### config.mk
export PLATFORM = sky130hd
export DESIGN_NAME = bw_mult_seq
export DESIGN_NICKNAME = d
export VERILOG_FILES = /design/src/rtl/mult_pkg.sv /design/src/rtl/bw_pprow.sv /design/src/rtl/bw_mult_seq.sv
export SDC_FILE = /design/constraint.sdc
export NUM_CORES = 1
export LEC_CHECK = 0
export BUFFER_PORTS_ARGS = -buffer_cell sky130_fd_sc_hd__clkbuf_2
export CORE_AREA = 2 2 104 86
export DETAILED_ROUTE_END_ITERATION = 6
export DIE_AREA = 0 0 106 88
export GPL_ROUTABILITY_DRIVEN = 1
export RECOVER_POWER = 25
export SLEW_MARGIN = 40
export SYNTH_ARGS = -nofsm -noshare
export SYNTH_HDL_FRONTEND = slang
export SYNTH_SLANG_ARGS = --single-unit
### constraint.sdc
create_clock -name clk -period 3.65 [get_ports clk]
set_clock_uncertainty 0.1 [all_clocks]
set_input_delay 0.5475 -clock clk [delete_from_list [all_inputs] [get_ports clk]]
set_output_delay 0.5475 -clock clk [all_outputs]
set_load 0.05 [all_outputs]
### src/rtl/mult_pkg.sv
// Shared types and constants for the Baugh-Wooley multiplier family.
package mult_pkg;

  typedef enum logic [1:0] {
    IDLE = 2'd0,
    CALC = 2'd1,
    DONE = 2'd2
  } state_t;

  // Correction term 2^dw + 2^(2*dw-1); the caller truncates to 2*dw bits.
  function automatic logic [127:0] bw_const(input int dw);
    logic [127:0] c;
    c = (128'd1 << dw) | (128'd1 << (2 * dw - 1));
    return c;
  endfunction

endpackage

### src/rtl/bw_pprow.sv
// One Baugh-Wooley partial-product row: AND terms with the sign column inverted.
module bw_pprow #(
  parameter int DW = 8
) (
  input  logic [DW-1:0] muld,
  input  logic          mulr_bit,
  input  logic          last_row,
  output logic [DW-1:0] row
);

  logic [DW-1:0] and_row;
  logic [DW-1:0] inv_mask;

  assign and_row = muld & {DW{mulr_bit}};
  // Ordinary rows invert only the MSB term; the sign row inverts all but the MSB.
  assign inv_mask = last_row ? {1'b0, {(DW-1){1'b1}}} : {1'b1, {(DW-1){1'b0}}};
  assign row = and_row ^ inv_mask;

endmodule

### src/rtl/bw_mult_seq.sv
// Iterative signed Baugh-Wooley multiplier: one partial-product row added per cycle.
module bw_mult_seq
  import mult_pkg::*;
#(
  parameter int DW = 8
) (
  input  logic            clk,
  input  logic            rst_n,
  input  logic            in_valid,
  output logic            in_ready,
  input  logic [DW-1:0]   muld,
  input  logic [DW-1:0]   mulr,
  output logic            out_valid,
  input  logic            out_ready,
  output logic [2*DW-1:0] product
);

  localparam int CW = $clog2(DW);
  localparam int PW = 2 * DW;
  localparam logic [PW-1:0] BWC = PW'(bw_const(DW));
  localparam logic [CW-1:0] LAST = CW'(DW - 1);

  state_t        state_q, state_d;
  logic [CW-1:0] cnt_q, cnt_d;
  logic [DW-1:0] muld_q, muld_d;
  logic [DW-1:0] mulr_q, mulr_d;
  logic [PW-1:0] acc_q, acc_d;

  logic [DW-1:0] row;
  logic [PW-1:0] row_sh;
  logic          last_row;

  assign last_row = (cnt_q == LAST);

  bw_pprow #(.DW(DW)) u_pprow (
    .muld     (muld_q),
    .mulr_bit (mulr_q[cnt_q]),
    .last_row (last_row),
    .row      (row)
  );

  assign row_sh = PW'(row) << cnt_q;

  always_comb begin
    state_d = state_q;
    cnt_d   = cnt_q;
    muld_d  = muld_q;
    mulr_d  = mulr_q;
    acc_d   = acc_q;
    unique case (state_q)
      IDLE: begin
        if (in_valid) begin
          muld_d  = muld;
          mulr_d  = mulr;
          acc_d   = BWC;
          cnt_d   = '0;
          state_d = CALC;
        end
      end
      CALC: begin
        acc_d = acc_q + row_sh;
        if (last_row) begin
          cnt_d   = '0;
          state_d = DONE;
        end else begin
          cnt_d = cnt_q + 1'b1;
        end
      end
      DONE: begin
        if (out_ready) state_d = IDLE;
      end
      default: state_d = IDLE;
    endcase
  end

  always_ff @(posedge clk) begin
    if (!rst_n) begin
      state_q <= IDLE;
      cnt_q   <= '0;
      muld_q  <= '0;
      mulr_q  <= '0;
      acc_q   <= '0;
    end else begin
      state_q <= state_d;
      cnt_q   <= cnt_d;
      muld_q  <= muld_d;
      mulr_q  <= mulr_d;
      acc_q   <= acc_d;
    end
  end

  assign in_ready  = (state_q == IDLE);
  assign out_valid = (state_q == DONE);
  assign product   = acc_q;

endmodule

# Word level (Yosys, flattened, before mapping)
# Cells that the tools add are included.
[word_totals]
ff_bits = 37
output_inout_bits = 18
elab_cells = 34
[op_classes]
n_addsub = 2
magnitude_cmp = 1
n_eq_ne = 6
shifts = 1
mux = 12
bitwise = 2
reduce_logical = 5
[ops]
columns = ["cell", "n"]
rows = [
  ["$pmux W16 S2", 1],
  ["$add A16 B16 Y16", 1],
  ["$mux W16", 1],
  ["$shl A8 B3 Y16", 1],
  ["$and A8 B8 Y8", 1],
  ["$mux W8", 1],
  ["$xor A8 B8 Y8", 1],
  ["$mux W2", 3],
  ["$mux W3", 2],
  ["$pmux W2 S3", 1],
  ["$pmux W3 S2", 1],
  ["$lt A3 B4 Y1 const B", 1],
  ["$ne A2 B1 Y1 const B", 2],
  ["$reduce_and A2 Y1", 2],
  ["$add A3 B1 Y3 const B", 1],
  ["$bmux W1 S3", 1],
  ["$eq A3 B3 Y1 const B", 1],
  ["$reduce_and A3 Y1", 1],
  ["$eq A2 B1 Y1 const B", 1],
  ["$eq A2 B2 Y1 const B", 1],
  ["$logic_not A2 Y1", 1],
  ["$ne A2 B2 Y1 const B", 1],
  ["$reduce_bool A2 Y1", 1],
  ["$mux W1", 1],
]

# Longest topological paths before layout
# Gate-level depths: netlist of the first run.
[logic_depth]
depth_word = 7
mapped_depth = 17
mapped_depth_nobuf = 15

# By module
# Synthesis of the first run repeated with hierarchy kept, for this count alone.
[unflattened]
cells_unflattened = 331
area_unflattened_um2 = 2551.2
[by_module_without_submodules]
columns = ["module", "instances", "cells_each", "area_each_um2", "seq_area_each_um2"]
rows = [
  ["bw_mult_seq", 1, 313, 2422.3, 740.7],
  ["bw_pprow", 1, 18, 128.9, 0.0],
]

# Least setup slack after synthesis of the first run
# No wires, ideal clock.
[synth_path]
kind = "reg-to-reg"
startpoint = "register cnt_q[1]"
endpoint = "register acc_q[15], in the netlist product[15]"
setup_time_ns = 0.122
t_arrival_ns = 3.378
path_slack_ns = 0.050
stages_incl_launch_ff = 13
n_path_buf = 0
synth_period_minus_slack_ns = 3.600
cell_sequence = "dfxtp_1 > mux4_2 > and2_1 > or2_1 > and4b_1 > or4_4 > mux2i_1 > ha_1 > a21oi_1 > o21ai_0 > or3_1 > o21a_1 > o311a_1"
[synth_between]
elab_chain_len = 7
elab_cells_between_ends = 9
[synth_rtl]
columns = ["item", "line", "rtl"]
rows = [
  ["start, declared", "bw_mult_seq.sv:24", "logic [CW-1:0] cnt_q, cnt_d;"],
  ["start signal, assigned", "bw_mult_seq.sv:85", "cnt_q <= cnt_d;"],
  ["$bmux W1 S3", "bw_mult_seq.sv:37", ".mulr_bit (mulr_q[cnt_q]),"],
  ["$mux W1 (not written as such)", "bw_mult_seq.sv:37", ""],
  ["$and A8 B8 Y8", "bw_pprow.sv:14", "assign and_row = muld & {DW{mulr_bit}};"],
  ["$xor A8 B8 Y8", "bw_pprow.sv:17", "assign row = and_row ^ inv_mask;"],
  ["$shl A8 B3 Y16 *", "bw_mult_seq.sv:42", "assign row_sh = PW'(row) << cnt_q;"],
  ["$add A16 B16 Y16 *", "bw_mult_seq.sv:61", "acc_d = acc_q + row_sh;"],
  ["$pmux W16 S2 *", "bw_mult_seq.sv:50", "unique case (state_q)"],
  ["end signal, assigned", "bw_mult_seq.sv:82", "acc_q <= '0;"],
  ["end signal, assigned", "bw_mult_seq.sv:88", "acc_q <= acc_d;"],
  ["end, declared", "bw_mult_seq.sv:27", "logic [PW-1:0] acc_q, acc_d;"],
]
# Every way passes the cells marked *; elsewhere a longest branch is shown, timed or not. The select of a mux whose other input is x is not followed.
# A chain may end at the register's enable or synchronous reset.

# Final worst setup path of the first run
[layout_path]
startpoint = "register cnt_q[1]"
endpoint = "register acc_q[12], in the netlist product[12]"
# The elaborated chain is that of the path after synthesis.

==> results of run 1 <==
[registers in the layout, indices dropped and copies added, names as in the netlist]
register,count
product,16
muld_q,8
mulr_q,8
state_q,2
cnt_q,3
[worst register-to-register path, stage by stage, from the launching register on]
cell	delay, ns
dfxtp_2	0.35
mux4_2	0.51
and2_4	0.16
or2_4	0.25
buf_4	0.14
buf_4	0.15
nand2_2	0.08
xor2_2	0.15
mux2i_1	0.10
ha_2	0.36
buf_4	0.14
o21ai_0	0.11
a21oi_2	0.23
o2111ai_2	0.20
a21oi_2	0.20
mux2i_1	0.22
nand2_1	0.06
[through the flow]
step,setup slack [ns],power [mW]
floorplan,0.0500,0.584
global placement,-0.0592,0.651
detailed placement,-0.133,0.653
CTS,0.0120,1.04
global route,-0.0938,1.10
finish,0.0573,1.05
[power groups by stage]
stage | Combinational [mW] | Sequential (mW) | Clock [mW]
2_1_floorplan | 0.127 | 0.456 | 0
3_3_place_gp | 0.206 | 0.446 | 0
3_5_place_dp | 0.207 | 0.446 | 0
4_1_cts | 0.212 | 0.436 | 0.392
5_1_grt | 0.254 | 0.439 | 0.410
6_report | 0.233 | 0.437 | 0.386
[worst max-delay path by stage]
stage                        to  startpoint  slack [ns]  cells past startpoint
floorplan           product[15]    cnt_q[1]        0.05                     12
global placement    product[15]    cnt_q[1]       -0.06                     12
detailed placement  product[15]    cnt_q[1]       -0.13                     12
CTS                 product[15]    cnt_q[1]        0.01                     15
global route        product[10]    cnt_q[2]       -0.09                     17
finish              product[12]    cnt_q[1]        0.06                     16
[placed cells by master, fill, tap and decap left out, drive strengths merged, types with 4 or more instances in the layout]
cell / Yosys / final
a211oi: 7 / 7
a21boi: 23 / 23
a21oi: 25 / 25
and2: 6 / 6
and3: 7 / 7
buf: 6 / 33
clkbuf: 17 / 43
dfxtp: 37 / 37
ha: 18 / 18
inv: 6 / 6
mux2i: 14 / 14
nand2: 60 / 60
nand2b: 10 / 10
nand3: 9 / 9
nor2: 20 / 20
nor2b: 10 / 10
nor3: 8 / 8
o21a: 4 / 4
o21ai: 22 / 22
xnor2: 10 / 10
xor2: 8 / 8
[cells by family (layout without fill, tap and decap cells)]
logic type / Yosys count / count (layout) / synth area share [%]
XOR/XNOR: 18 / 18 / 5.60
buffers and inverters: 29 / 84 / 3.95
AND/OR/NAND/NOR: 143 / 143 / 24.5
flip-flops: 37 / 37 / 26.3
adder cells (fa/ha/maj): 19 / 19 / 8.71
AO/OA/AOI/OAI: 103 / 103 / 23.9
multiplexers: 18 / 18 / 6.97
[area by class of cell]
| class | count | area (um2) |
|---|---|---|
| clock buffers | 6 | 82.6 |
| clock inverters | 2 | 37.5 |
| fillers | 823 | 4730 |
| inverters | 6 | 22.5 |
| multi-input cells | 301 | 2080 |
| flip-flops and latches | 37 | 743 |
| well taps | 112 | 140 |
| repair buffers | 70 | 457 |
[metal layers]
layer,part of all wire [%],up-vias,global-route usage (%)
met4,0.70,0,3.71
met2,45,50,24.9
met1,52,1321,22.5
met5,0,-,0
met3,2.9,5,2.16
li1,-,1406,-
[timing repair]
action / CTS / global route
setup buffers: 0 / 3
setup endpoints to repair: 7 / 8
pin swaps: 8 / 14
resized for setup: 10 / 29
==> impl_metrics.ini, run 1 <==
[floorplanning]
core_mm2 = 0.00830
rows = 30
fp.dieH_um = 88
die_w_um = 106
ioPinCount = 38
start_util_pct = 34.0
die-area_mm2 = 0.00933

[placed_design]
numPortBuffers = 37
gp_congestion = 0.877
hpwl_um = 5480
placed_cell_area_mm2 = 0.00329
placedCellCount = 523

[cells_and_area]
final_area_mm2 = 0.00357
area_growth_pct = 26.6
utilization_pct = 43.0
drive_gt1_share_pct = 27.0
diodes = 0
finalNonFillerCells = 534
nNetsFinal = 460

[worst_setup_path]
r2r_setup_slack_ns = 0.06
critPathLaunchType = flip-flop
endpoint_kind = flip-flop
cpMostUsedCell = buf_4
ff2ff_path_depth = 16
crit_slowest_cell = mux4_2
critPathRequiredTime_ns = 3.74
slowest_delay_ns = 0.51
path_buf_inv = 3
crit_family = multiplexers
crit_type = flip-flop to flip-flop
path_max_fanout = 6
rr_startpoint = cnt_q[1]
crit_chain = mux4_2, and2_4, or2_4, buf_4, buf_4, nand2_2, xor2_2, mux2i_1, ha_2, buf_4, o21ai_0, a21oi_2, o2111ai_2, a21oi_2, mux2i_1, nand2_1
cp.arrival_ns = 3.68
r2r_end = product[12]

[logic_synthesis]
synth-warning-count = 0
synth_top_area_share_pct = 26.3
synth_cells = 367
ys_types = 52
synth_seq_area_share_pct = 26.3
ys_top_cells_by_count = nand2_1, dfxtp_1, a21oi_1
synth.net_count = 406
syn_area_per_cell_um2 = 7.67
synth_area_leader_cell = dfxtp_1
syn_area_mm2 = 0.00282
synth-seq-cells = 37
synth_ff_type = dfxtp_1
synth.most_common_cell = nand2_1
synth_edf_count = 0
async_flop_share_pct = 0
synth.top_cells.by_area = dfxtp_1, ha_1, nand2_1

[timing]
slew_headroom_pct = 53.6
setup_violations = 0
finalHoldViolCount = 0
whs_ns = 0.371
maxSlewViolCount = 0
worstMarginPinSlew_ns = 0.694
max_freq_mhz = 278
period_share_pct = 98.4
min_period_ns = 3.59
rsz0062_at_grt = yes
fin_tns_setup_ns = 0

[clocking]
cts_hold_buf = 0
cts_buffers = 5
path_clk_slew_ns = 0.08
clkSinkCount = 37
cts_buffer_depth = 2
cts_tree = yes
cts_root_buf = clkbuf_8
htree_levels = 2
clk_latency_ns = 0.29

[global_routing]
grt_pass1_vias = 2472
grt_max_degree = 32
antenna_found_initial = 0
grt_usage_pct = 15.6
overflow = 0
grt_pass1_wl_um = 11900

[power]
p_per_area_mw_per_mm2 = 296
ir_drop_mv = 0.155
p_leak_nw = 1.47
switchingPower_uw = 315
netSwitchingFraction_pct = 29.8
pwr-share-comb_pct = 22.0
intPower_uw = 740
seq_power_share_pct = 41.4
pwr-share-clk_pct = 36.6

[status]
status = finished clean

[run]
maxCapViolations = 0

[route]
drt_iter0_drc = 246
wire_per_inst_um = 14.0
drt_first_pass_iters = 5
finalWirelength_um = 7480
vias_per_cell = 5.21
drc = 0
vias = 2782
antenna_left = 0

[min_path]
worstHoldStart = mulr_q[7]
hold_depth = 2
hold_end = mulr_q[7]
hp-class = flip-flop to flip-flop
(Power assumes the default switching activity.)
==> inputs of run 2 (changes only) <==
--- a/config.mk
+++ b/config.mk
@@ -6,12 +6,14 @@
 export NUM_CORES = 1
 export LEC_CHECK = 0
 export BUFFER_PORTS_ARGS = -buffer_cell sky130_fd_sc_hd__clkbuf_2
-export CORE_AREA = 2 2 104 86
+export CORE_AREA = 2 2 85 71
 export DETAILED_ROUTE_END_ITERATION = 6
-export DIE_AREA = 0 0 106 88
+export DIE_AREA = 0 0 87 73
 export GPL_ROUTABILITY_DRIVEN = 1
+export PLACE_DENSITY = 0.75
 export RECOVER_POWER = 25
 export SLEW_MARGIN = 40
 export SYNTH_ARGS = -nofsm -noshare
 export SYNTH_HDL_FRONTEND = slang
 export SYNTH_SLANG_ARGS = --single-unit
+export TNS_END_PERCENT = 20
==> run 2 against run 1 <==
Net effect: fmax grew 0.88%; register-to-register slack better by 0.03 ns; total power shrank 9.7%; sequential power about the same; critical path type unchanged; die area decreased by 32%; critical endpoint is now product[15]; routed wire length fell by 4.3%; final cell count decreased by 9.6%.
==> impl_metrics.ini, run 2 (synthesis results as in run 1) <==
[worst_setup_path]
rr_startpoint = cnt_q[1]
r2r_end = product[15]
ff2ff_path_depth = 14
r2r_setup_slack_ns = 0.09
path_max_fanout = 8
crit_type = flip-flop to flip-flop
critPathRequiredTime_ns = 3.74
endpoint_kind = flip-flop
cp.arrival_ns = 3.65
critPathLaunchType = flip-flop

[cells_and_area]
finalNonFillerCells = 483
diodes = 0
area_growth_pct = 20.5
drive_gt1_share_pct = 21.6
nNetsFinal = 454
final_common_cell = nand2_1
layout_common_cells = nand2_1, dfxtp_1, clkbuf_2
largest_reg_flops = 16

[global_routing]
antenna_found_initial = 0
grt_max_degree = 32
grt_pass1_vias = 2334
overflow = 0
grt_pass1_wl_um = 11100
grt_usage_pct = 21.7

[route]
vias = 2824
vias_per_cell = 5.85
drt_iter0_drc = 303
wire_per_inst_um = 14.8
drt_first_pass_iters = 6
drc = 0
finalWirelength_um = 7150
antenna_left = 0

[status]
status = finished clean

[timing]
finalHoldViolCount = 0
rsz0062_at_grt = yes
setup_violations = 0
maxSlewViolCount = 0
max_freq_mhz = 281
period_share_pct = 97.6
slew_headroom_pct = 42.0
worstMarginPinSlew_ns = 0.867
fin_ws_ns = 0.0887
min_period_ns = 3.56

[min_path]
hp-class = flip-flop to flip-flop
hold_depth = 2
hold_end = mulr_q[7]
worstHoldStart = mulr_q[7]

[clocking]
htree_levels = 2
clkSinkCount = 37
cts_tree = yes
clk_latency_ns = 0.29
cts_buffer_depth = 2
cts_hold_buf = 0
path_clk_slew_ns = 0.09
cts_buffers = 5
cts_root_buf = clkbuf_8

[placed_design]
hpwl_um = 5270
placedCellCount = 473
pre_cts_ws_ns = -0.103
gp_congestion = 0.967
numPortBuffers = 37

[floorplanning]
fp.dieH_um = 73
die-area_mm2 = 0.00635
core_mm2 = 0.00560
die_w_um = 87
start_util_pct = 50.3
rows = 25
ioPinCount = 38

[power]
ir_drop_mv = 0.239
p_per_area_mw_per_mm2 = 281
p_leak_nw = 1.39

[run]
maxCapViolations = 0
==> run 2: changes by cell type in the layout (fill, tap and decap cells not counted), moves of 5 or more <==
cell / previous run / this run
a21oi_1: 16 / 21
a21oi_2: 9 / 4
buf_4: 29 / 24
clkbuf_1: 0 / 11
clkbuf_2: 37 / 27
==> run 2: layout make-up <==
type	instances	area [um2]
multi-input cells	301	2060
clock buffers	5	68.8
fillers	483	2210
inverters	6	22.5
repair buffers	64	388
well taps	67	83.8
clock inverters	3	22.5
flip-flops and latches	37	743
==> run 2: repair_timing <==
action,4_1_cts,5_1_grt
resized for setup,6,23
buffers inserted,1,1
cloned,0,0
pin swaps,8,7
endpoints found under the hold margin,0,0
setup endpoints to repair,5,8
==> run 2: report_power, final <==
group | total, mW | switching [mW] | internal, mW | leakage [nW]
clock network | 0.295 | 0.159 | 0.136 | 0.0481
logic | 0.221 | 0.130 | 0.0903 | 1.04
registers | 0.437 | 0.0160 | 0.421 | 0.303
==> run 2: how the worst max path moves through the flow <==
stage                              to      from  slack, ns  cells past startpoint
final                     product[15]  cnt_q[1]       0.09                     14
after global routing      product[14]  cnt_q[1]      -0.05                     15
after CTS                  product[7]  cnt_q[1]      0.008                     16
after detailed placement   product[7]  cnt_q[1]      -0.10                     12
after global placement    product[15]  cnt_q[1]      -0.02                     12
after floorplan           product[15]  cnt_q[1]       0.05                     12
==> run 2: worst max-delay path: stages (launching register included) <==
cell	delay, ns
dfxtp_2	0.33
buf_4	0.15
or2_2	0.30
o22ai_2	0.18
or2_4	0.17
buf_4	0.16
a21oi_1	0.07
or4_4	0.52
mux2i_1	0.15
ha_1	0.26
a21oi_1	0.14
o21ai_1	0.09
or3_4	0.35
o21a_1	0.19
o311a_1	0.31
==> run 2: routing by layer <==
layer  GRT usage, %  vias up  wire length [um]
li1               -     1398                 -
met1           33.7     1319              3550
met2           30.9      101              3080
met3           3.73        6               463
met4           5.21        0                53
met5              0        -                 0
==> run 2: stage by stage <==
stage / instance area (um2) / utilization [%] / power, mW / hold slack, ns / setup TNS [ns]
finish: 3390 / 60.6 / 0.953 / 0.370 / 0
global route: 3390 / 60.6 / 0.999 / 0.381 / -0.187
CTS: 3310 / 59.1 / 0.947 / 0.373 / 0
detailed placement: 3200 / 57.1 / 0.648 / 0.361 / -0.368
global placement: 3200 / 57.1 / 0.645 / 0.355 / -0.0443
floorplan: 2820 / - / 0.584 / 0.340 / 0
==> inputs of run 3 (changes only) <==
--- a/config.mk
+++ b/config.mk
@@ -5,6 +5,7 @@
 export SDC_FILE = /design/constraint.sdc
 export NUM_CORES = 1
 export LEC_CHECK = 0
+export ABC_AREA = 1
 export BUFFER_PORTS_ARGS = -buffer_cell sky130_fd_sc_hd__clkbuf_2
 export CORE_AREA = 2 2 85 71
 export DETAILED_ROUTE_END_ITERATION = 6
==> run 3 against run 2 <==
Net effect: fmax up 8.4%; global-route usage grew 0.68 points; clock-buffer cell count unchanged; routed wire length shrank 3.8%; utilization decreased by 4.6 points; critical endpoint is now product[14]; flip-flop and latch count unchanged; worst hold slack worse by 0.013 ns; die area is the same; critical path type unchanged.
==> impl_metrics.ini, run 3 <==
[logic_synthesis]
synth_area_leader_cell = dfxtp_1
ys_top_cells_by_count = nand2_1, nand3_1, a21oi_1
synth.most_common_cell = nand2_1
synth_ff_type = dfxtp_1
synth-warning-count = 0
async_flop_share_pct = 0
syn_area_mm2 = 0.00278
synth_cells = 419
ys_types = 34
synth-seq-cells = 37
synth_edf_count = 0
synth.net_count = 458
syn_area_per_cell_um2 = 6.64
synth_top_area_share_pct = 26.6
synth.top_cells.by_area = dfxtp_1, nand2_1, nand3_1
synth_seq_area_share_pct = 26.6

[clocking]
clk_latency_ns = 0.30
cts_buffer_depth = 2
cts_tree = yes
cts_root_buf = clkbuf_8
clkSinkCount = 37
cts_buffers = 5
htree_levels = 2
path_clk_slew_ns = 0.09
cts_hold_buf = 0

[placed_design]
gp_congestion = 0.908
numPortBuffers = 37
hpwl_um = 5240

[route]
wire_per_inst_um = 13.1
antenna_left = 0
vias_per_cell = 5.50
drt_first_pass_iters = 5
vias = 2880
finalWirelength_um = 6880
drc = 0
drt_iter0_drc = 210

[cells_and_area]
register_area_um2 = 742
diodes = 0
area_growth_pct = 12.7
largest_reg_flops = 16
nNetsFinal = 495
layout_common_cells = nand2_1, nand3_1, a21oi_1
final.fill_count = 533
drive_gt1_share_pct = 16.8
multiInputGateArea_mm2 = 0.00181
utilization_pct = 56.0
final_common_cell = nand2_1

[min_path]
hp-class = flip-flop to flip-flop

[worst_setup_path]
critPathRequiredTime_ns = 3.77
path_buf_inv = 3
crit_slowest_cell = dfxtp_1
endpoint_kind = flip-flop
slowest_delay_ns = 0.40
critPathLaunchType = flip-flop
cpMostUsedCell = nand2_1
crit_type = flip-flop to flip-flop
cp.arrival_ns = 3.40
crit_family = simple AND/OR/NAND/NOR gates
path_max_fanout = 8
crit_chain = ha_1, ha_1, buf_4, nand4_1, nand2_1, nor4_1, ha_1, inv_1, fa_1, inv_1, nand3_1, nand2_1, nand2_1, nand2_1, nand3_1, nand3b_1, nand3_1, a21oi_1

[global_routing]
overflow = 0
antenna_found_initial = 0
grt_pass1_wl_um = 11400
grt_max_degree = 25
grt_pass1_vias = 2530
grt_usage_pct = 22.4

[timing]
finalHoldViolCount = 0
period_share_pct = 90.0
fin_tns_setup_ns = 0
worstMarginPinSlew_ns = 0.600
min_period_ns = 3.29
slew_headroom_pct = 59.9
setup_violations = 0
maxSlewViolCount = 0
rsz0062_at_grt = no
max_freq_mhz = 304

[status]
status = finished clean

[floorplanning]
rows = 25
die-area_mm2 = 0.00635
ioPinCount = 38
die_w_um = 87
core_mm2 = 0.00560
fp.dieH_um = 73
start_util_pct = 49.7

[power]
ir_drop_mv = 0.169
p_leak_nw = 1.52
p_per_area_mw_per_mm2 = 340

[run]
maxCapViolations = 0
## run 3: cell count changes after synthesis, sizes merged, moves of 17 or more
cell,before,now
inv,6,33
nand2,60,98
a21oi,25,42
a21boi,23,1
nor2,20,42
nand3,9,71
## run 3: path summary, 6_finish.rpt
kind	from	endpoint	slack, ns	cells past startpoint
worst min register to register	mulr_q[5]	mulr_q[5]	0.36	2
worst min-delay path	mulr_q[5]	mulr_q[5]	0.36	2
worst max register to register	cnt_q[1]	product[14]	0.36	18
worst max-delay path	cnt_q[1]	product[14]	0.36	18
## run 3: where the power goes
group          switching, mW  internal, mW
sequential            0.0199         0.427
combinational          0.168        0.0782
clock                  0.169         0.205
## run 3: area by class of cell
class | count | share of cell area, %
clock buffers | 5 | 2.19
clock inverters | 3 | 1.48
inverters | 34 | 4.23
multi-input cells | 331 | 57.8
flip-flops and latches | 37 | 23.7
well taps | 67 | 2.67
repair buffers | 47 | 7.94
## run 3: cells by family after synthesis
| group | count (synthesis) | synth area share [%] |
|---|---|---|
| buffers and inverters | 51 | 8.19 |
| adder cells (fa/ha/maj) | 19 | 8.82 |
| AND/OR/NAND/NOR | 230 | 40.8 |
| flip-flops | 37 | 26.6 |
| AO/OA/AOI/OAI | 82 | 15.6 |
## run 3: worst reg2reg max path, stage by stage, from the launching register on
cell and delay, ns:
dfxtp_1 0.40, ha_1 0.22, ha_1 0.23, buf_4 0.19, nand4_1 0.11, nand2_1 0.10
nor4_1 0.20, ha_1 0.27, inv_1 0.07, fa_1 0.35, inv_1 0.09, nand3_1 0.07
nand2_1 0.14, nand2_1 0.06, nand2_1 0.16, nand3_1 0.13, nand3b_1 0.11, nand3_1 0.09
a21oi_1 0.13
## run 3: per-layer routing
| layer | track usage (%) | vias up | wire length (um) |
|---|---|---|---|
| met5 | 0 | - | 0 |
| met1 | 31.0 | 1313 | 3470 |
| met2 | 35.7 | 58 | 3080 |
| met3 | 3.73 | 9 | 258 |
| met4 | 6.60 | 0 | 84 |
| li1 | - | 1500 | - |
## run 3: repair_timing
item                       4_1_cts  5_1_grt
resized for setup                0        1
setup buffers                    0        0
setup endpoints to repair        0        3
## run 3: per-stage QoR
step	std cells	instance area, um2	worst slack [ns]	power [mW]	hold WS (ns)
after floorplan	419	2780	0.779	0.645	0.329
after global placement	516	3030	0.456	0.699	0.351
after detailed placement	516	3030	0.359	0.703	0.348
after CTS	524	3150	0.329	1.07	0.362
after global routing	524	3140	0.0522	1.12	0.388
final	524	3140	0.364	1.07	0.357
